$ cat config.mk
export PLATFORM = sky130hd
export DESIGN_NAME = rom_arbiter_flat
export DESIGN_NICKNAME = d
export VERILOG_FILES = /design/src/rtl/rom_arb_pkg.sv /design/src/rtl/rom_arbiter_if.sv /design/src/rtl/rom_arb_wait_ctr.sv /design/src/rtl/rom_arbiter.sv /design/src/flat_wrapper.sv
export SDC_FILE = /design/constraint.sdc
export NUM_CORES = 1
export LEC_CHECK = 0
export BUFFER_PORTS_ARGS = -buffer_cell sky130_fd_sc_hd__buf_2
export CAP_MARGIN = 30
export CORE_MARGIN = 4
export CORE_UTILIZATION = 48
export CTS_CLUSTER_DIAMETER = 200
export CTS_CLUSTER_SIZE = 12
export DETAILED_ROUTE_END_ITERATION = 10
export PLACE_DENSITY = 0.83
export RECOVER_POWER = 25
export SLEW_MARGIN = 25
export SYNTH_ARGS = -nofsm -noshare
export SYNTH_HDL_FRONTEND = slang
export SYNTH_SLANG_ARGS = --single-unit
$ cat constraint.sdc
create_clock -name clk -period 2.2 [get_ports clk]
set_input_delay 0.44 -clock clk [delete_from_list [all_inputs] [get_ports clk]]
set_output_delay 0.44 -clock clk [all_outputs]
set_load 0.1 [all_outputs]
$ cat src/rtl/rom_arb_pkg.sv
// rom_arb_pkg -- shared definitions for the monitor-ROM arbiter.
//   ROM_AW    : ROM byte-address width (8K ROM)
//   DW        : ROM data width
//   WCW       : wait-state counter width
//   state_t   : arbiter FSM state type and its three state constants
//   pick_port : round-robin winner selection between the two request ports
package rom_arb_pkg;

   localparam int ROM_AW = 13;
   localparam int DW     = 8;
   localparam int WCW    = 4;

   typedef logic [1:0] state_t;

   localparam state_t ST_IDLE   = 2'd0;
   localparam state_t ST_ACCESS = 2'd1;
   localparam state_t ST_DONE   = 2'd2;

   // A lone requester always wins; on a tie the port that was not granted
   // last time wins. Result is meaningless when nobody is requesting.
   function automatic logic pick_port(input logic req0, input logic req1,
                                      input logic last_grant);
      if (req0 && req1) begin
         return !last_grant;
      end
      return req1;
   endfunction

endpackage

$ cat src/rtl/rom_arbiter_if.sv
// rom_arbiter_if -- bundle of the two read ports and the ROM bus.
//   req0/addr0/ack0/rdata0 : port 0 (CPU fetch) request/ack handshake
//   req1/addr1/ack1/rdata1 : port 1 (debug/loader) request/ack handshake
//   rom_sel/rom_a/rom_dout : chip select, address and data of the async ROM
// Modports:
//   slave  : the arbiter side
//   master : the environment (requesters plus the ROM data source)
interface rom_arbiter_if;
   import rom_arb_pkg::*;

   logic              req0;
   logic [ROM_AW-1:0] addr0;
   logic              ack0;
   logic [DW-1:0]     rdata0;
   logic              req1;
   logic [ROM_AW-1:0] addr1;
   logic              ack1;
   logic [DW-1:0]     rdata1;
   logic              rom_sel;
   logic [ROM_AW-1:0] rom_a;
   logic [DW-1:0]     rom_dout;

   modport slave (
      input  req0, addr0, req1, addr1, rom_dout,
      output ack0, rdata0, ack1, rdata1, rom_sel, rom_a
   );

   modport master (
      output req0, addr0, req1, addr1, rom_dout,
      input  ack0, rdata0, ack1, rdata1, rom_sel, rom_a
   );

endinterface

$ cat src/rtl/rom_arb_wait_ctr.sv
// rom_arb_wait_ctr -- loadable down-counter timing the ROM access window.
//   clk      : clock
//   rst_n    : asynchronous active-low reset (count -> 0)
//   load     : load load_val (has priority over dec)
//   load_val : value to load
//   dec      : decrement by one; saturates at zero
//   zero     : count is zero
module rom_arb_wait_ctr
   import rom_arb_pkg::*;
(
   input  logic           clk,
   input  logic           rst_n,
   input  logic           load,
   input  logic [WCW-1:0] load_val,
   input  logic           dec,
   output logic           zero
);

   logic [WCW-1:0] count_reg;

   always_ff @(posedge clk or negedge rst_n) begin
      if (!rst_n) begin
         count_reg <= '0;
      end else if (load) begin
         count_reg <= load_val;
      end else if (dec && (count_reg != '0)) begin
         count_reg <= count_reg - WCW'(1);
      end
   end

   assign zero = (count_reg == '0);

endmodule

$ cat src/rtl/rom_arbiter.sv
// rom_arbiter -- two-port round-robin read arbiter for the 8K async monitor ROM.
//   WAIT_STATES : extra cycles rom_a is held before rom_dout is sampled (0..15)
//   clk         : clock, all state changes on the rising edge
//   rst_n       : asynchronous active-low reset
//   bus         : rom_arbiter_if.slave -- both request ports and the ROM bus
// One access = IDLE (grant) -> ACCESS (WAIT_STATES+1 cycles) -> DONE (ack).
module rom_arbiter
   import rom_arb_pkg::*;
#(
   parameter int unsigned WAIT_STATES = 1
) (
   input  logic         clk,
   input  logic         rst_n,
   rom_arbiter_if.slave bus
);

   localparam logic [WCW-1:0] WAIT_LOAD = WCW'(WAIT_STATES);

   state_t            state_reg;
   logic              last_grant_reg;
   logic              winner_reg;
   logic [ROM_AW-1:0] rom_a_reg;
   logic              rom_sel_reg;

   logic              grant;
   logic              grant_port;
   logic              ctr_zero;
   logic              ctr_dec;
   logic              finish;
   logic [ROM_AW-1:0] addr_vec [2];

   assign addr_vec[0] = bus.addr0;
   assign addr_vec[1] = bus.addr1;

   assign grant      = (state_reg == ST_IDLE) && (bus.req0 || bus.req1);
   assign grant_port = pick_port(bus.req0, bus.req1, last_grant_reg);
   // Last ACCESS cycle: the ROM has had WAIT_STATES extra cycles to settle.
   assign finish     = (state_reg == ST_ACCESS) && ctr_zero;
   assign ctr_dec    = (state_reg == ST_ACCESS) && !ctr_zero;

   rom_arb_wait_ctr u_wait_ctr (
      .clk      (clk),
      .rst_n    (rst_n),
      .load     (grant),
      .load_val (WAIT_LOAD),
      .dec      (ctr_dec),
      .zero     (ctr_zero)
   );

   always_ff @(posedge clk or negedge rst_n) begin
      if (!rst_n) begin
         state_reg      <= ST_IDLE;
         last_grant_reg <= 1'b1;   // port 0 wins the first tie
         winner_reg     <= 1'b0;
         rom_a_reg      <= '0;
         rom_sel_reg    <= 1'b0;
      end else begin
         case (state_reg)
            ST_IDLE: begin
               if (grant) begin
                  state_reg      <= ST_ACCESS;
                  winner_reg     <= grant_port;
                  last_grant_reg <= grant_port;
                  rom_a_reg      <= addr_vec[grant_port];
                  rom_sel_reg    <= 1'b1;
               end
            end
            ST_ACCESS: begin
               if (ctr_zero) begin
                  state_reg   <= ST_DONE;
                  rom_sel_reg <= 1'b0;   // rom_a keeps its value through DONE
               end
            end
            ST_DONE: begin
               state_reg <= ST_IDLE;
            end
            default: begin
               state_reg <= ST_IDLE;
            end
         endcase
      end
   end

   // Per-port result registers: only the winner's data and ack move, so the
   // other port's rdata is untouched and both acks can never coincide.
   for (genvar gi = 0; gi < 2; gi++) begin : g_port
      logic          hit;
      logic          ack_reg;
      logic [DW-1:0] rdata_reg;

      assign hit = finish && (winner_reg == 1'(gi));

      always_ff @(posedge clk or negedge rst_n) begin
         if (!rst_n) begin
            ack_reg   <= 1'b0;
            rdata_reg <= '0;
         end else begin
            ack_reg <= hit;
            if (hit) begin
               rdata_reg <= bus.rom_dout;
            end
         end
      end
   end

   assign bus.ack0    = g_port[0].ack_reg;
   assign bus.rdata0  = g_port[0].rdata_reg;
   assign bus.ack1    = g_port[1].ack_reg;
   assign bus.rdata1  = g_port[1].rdata_reg;
   assign bus.rom_sel = rom_sel_reg;
   assign bus.rom_a   = rom_a_reg;

endmodule

$ cat src/flat_wrapper.sv
// flat-port wrapper written by rule: the top's interface ports become plain ports
module rom_arbiter_flat import rom_arb_pkg::*;
#(
   parameter int unsigned WAIT_STATES = 1
)
  (clk, rst_n, bus_req0, bus_addr0, bus_req1, bus_addr1, bus_rom_dout, bus_ack0, bus_rdata0, bus_ack1, bus_rdata1, bus_rom_sel, bus_rom_a);
  rom_arbiter_if bus_i ();
  input  logic clk;
  input  logic rst_n;
  input wire logic [$bits(bus_i.req0)-1:0] bus_req0;
  input wire logic [$bits(bus_i.addr0)-1:0] bus_addr0;
  input wire logic [$bits(bus_i.req1)-1:0] bus_req1;
  input wire logic [$bits(bus_i.addr1)-1:0] bus_addr1;
  input wire logic [$bits(bus_i.rom_dout)-1:0] bus_rom_dout;
  output wire logic [$bits(bus_i.ack0)-1:0] bus_ack0;
  output wire logic [$bits(bus_i.rdata0)-1:0] bus_rdata0;
  output wire logic [$bits(bus_i.ack1)-1:0] bus_ack1;
  output wire logic [$bits(bus_i.rdata1)-1:0] bus_rdata1;
  output wire logic [$bits(bus_i.rom_sel)-1:0] bus_rom_sel;
  output wire logic [$bits(bus_i.rom_a)-1:0] bus_rom_a;
  assign bus_i.req0 = bus_req0;
  assign bus_i.addr0 = bus_addr0;
  assign bus_i.req1 = bus_req1;
  assign bus_i.addr1 = bus_addr1;
  assign bus_i.rom_dout = bus_rom_dout;
  assign bus_ack0 = bus_i.ack0;
  assign bus_rdata0 = bus_i.rdata0;
  assign bus_ack1 = bus_i.ack1;
  assign bus_rdata1 = bus_i.rdata1;
  assign bus_rom_sel = bus_i.rom_sel;
  assign bus_rom_a = bus_i.rom_a;
  rom_arbiter #(.WAIT_STATES(WAIT_STATES)) u_core (.clk(clk), .rst_n(rst_n), .bus(bus_i));
endmodule
==> results.json <==
{
  "synth_ff_type": "dfrtp_1",
  "core_um2": 3442,
  "clk_pin_slew_ns": 0.07,
  "syn_to_final_growth_pct": 27.37,
  "setup.worst_path.class": "reg2reg",
  "finalCritPeriodShare_pct": 82.25,
  "grt_setup_unrepaired": "false",
  "path_buf_inv": 1,
  "dr.pass1.iters": 4,
  "worst_pin_slew_ns": 0.6852,
  "fillers": 267,
  "gp_congestion": 0.7086,
  "yosysWarnings": 0,
  "first_global_vias": 1320,
  "seq_area_frac_synth_pct": 56.65,
  "cts_resized": 0,
  "wl_um": 3637,
  "cts_setup_buffers": 0,
  "vias": 1349,
  "slowest_delay_ns": 0.54,
  "grt.overflow.total": 0,
  "syn-instance-count": 141,
  "async_flop_share_pct": 100.0,
  "synth_top_area_share_pct": 55.16,
  "cts-htree-levels": 2,
  "max_freq_mhz": 552.6,
  "place_hpwl_um": 2776,
  "critPathTopFamily": "simple AND/OR/NAND/NOR gates",
  "required_ns": 2.37,
  "wire_per_inst_um": 13.99,
  "cts.sinks": 40,
  "ctsHoldBuffers": 1,
  "min_period_ns": 1.809,
  "crit_path_end_kind": "register",
  "cts_buffers": 5,
  "arrival_ns": 1.98,
  "pin_count": 70,
  "layout-drive-gt1-share_pct": 47.66,
  "ys_types": 30,
  "drv_cap": 0,
  "syn_nets": 180,
  "ys_top_cells_by_area": "dfrtp_1 (55%), mux2i_1 (7.9%), mux2_4 (6.8%), mux2_2 (5.7%), a31oi_1 (5.0%)",
  "root_buffer": "clkbuf_8",
  "portBuffers": 69,
  "final_hold_viol_count": 0,
  "drt-initial-drc-count": 42,
  "die_area_um2": 4721,
  "slowest_stage": "or4_4",
  "ant_nets": 0,
  "fp-row-count": 21,
  "tns_ns": 0,
  "synth_common_cells": "dfrtp_1 (39), a21oi_1 (17), a31oi_1 (14), mux2i_1 (14), mux2_2 (9)",
  "drt-vias-per-instance": 5.188,
  "cts_tree": "done",
  "grt_usage_pct": 15.88,
  "clk_latency_ns": 0.28,
  "grt_pass1_wl_um": 5685,
  "drv_slew": 0,
  "die-height_um": 68.71,
  "finalClockSkew_ns": 0.004585,
  "worstPathMaxFanout": 9,
  "antenna_found_initial": 0,
  "setup_viol_count_final": 0,
  "synth_area_um2": 1769,
  "cts_buffer_depth": 2,
  "largest_reg_flops": 13,
  "hold_path.class": "in2reg",
  "synth.most_common_cell": "dfrtp_1",
  "cp-start-kind": "register",
  "avgSynthCellArea_um2": 12.55,
  "num_antenna_cells": 0,
  "initial_core_util_pct": 51.40,
  "cp_cell_sequence": "inv_1 -> ha_1 -> nand2b_1 -> or4_4 -> mux2_4",
  "synth-edff-count": 0,
  "final_nets": 252,
  "grt_max_degree": 31,
  "ys_ff_latch": 40,
  "die_w_um": 68.71,
  "synth.largest_area_cell": "dfrtp_1",
  "maxSlewHeadroom_pct": 54.32,
  "drc_errors": 0,
  "status": "finished clean"
}
==> layout by cell type, fill, tap and decap left out, drive strengths merged <==
cell         instances
buf                 70
dfrtp               39
a21oi               17
mux2                17
mux2i               14
a31oi               14
clkbuf              11
inv                  6
nand2                4
nor3                 3
o21ai                2
nand2b               2
nor2                 2
or4                  1
nor2b                1
nor4bb               1
or2                  1
a21bo                1
nand4b               1
a21boi               1
and4b                1
a31o                 1
a21o                 1
ha                   1
dlygate4sd3          1
dfstp                1
==> per-layer routing <==
metal,vias up,part of all wire [%],GRT usage [%]
met1,632,45,20.87
met5,-,0,0
met3,4,10,4.700
met4,0,0.58,4.380
met2,61,44,25.51
li1,652,-,-
==> stage by stage <==
step                std cells  utilization [%]  setup WS (ns)  area [um2]  hold WS [ns]
floorplan                 141                -         0.5142        1769        0.1444
global placement          251            62.78         0.4863        2161        0.3042
detailed placement        251            62.78         0.4046        2161        0.3083
CTS                       260            65.69         0.3881        2261        0.3084
global route              260            65.47         0.2949        2253        0.3158
finish                    260            65.47         0.3905        2253        0.3188
==> path summary, 6_finish.rpt <==
check | endpoint | start | cells after the start | slack (ns)
worst min register to register | u_core.bus.rdata0[4] | u_core.bus.rdata0[4] | 1 | 0.50
worst min-delay path | u_core.last_grant_reg | bus_req0 | 2 | 0.32
max in group asynchronous | u_core.bus.rdata1[1] | rst_n | 3 | 0.59
min in group asynchronous | u_core.u_wait_ctr.count_reg[1] | rst_n | 2 | 0.63
worst max-delay path | u_core.bus.rdata0[0] | u_core.u_wait_ctr.count_reg[0] | 5 | 0.39
worst max register to register | u_core.bus.rdata0[0] | u_core.u_wait_ctr.count_reg[0] | 5 | 0.39
==> cell type report <==
cell class                      instances  area [um2]  area share [%]
Inverter                                6       22.52          0.9994
Tap cell                               46       57.56           2.554
Sequential cell                        40        1002           44.48
Clock buffer                            8       90.09           3.998
Timing Repair Buffer                   74       377.9           16.77
Multi-Input combinational cell         86       703.2           31.20
==> cell families after synthesis <==
| logic type | synth area share [%] |
|---|---|
| mux | 20.44 |
| flops | 56.65 |
| compound gates | 12.23 |
| simple gates | 6.224 |
| fa+ha+maj | 0.7071 |
| buf+inv | 3.748 |
Power is not shown: default switching activity piles up to over one toggle a cycle in this logic, so the estimate is an artifact.
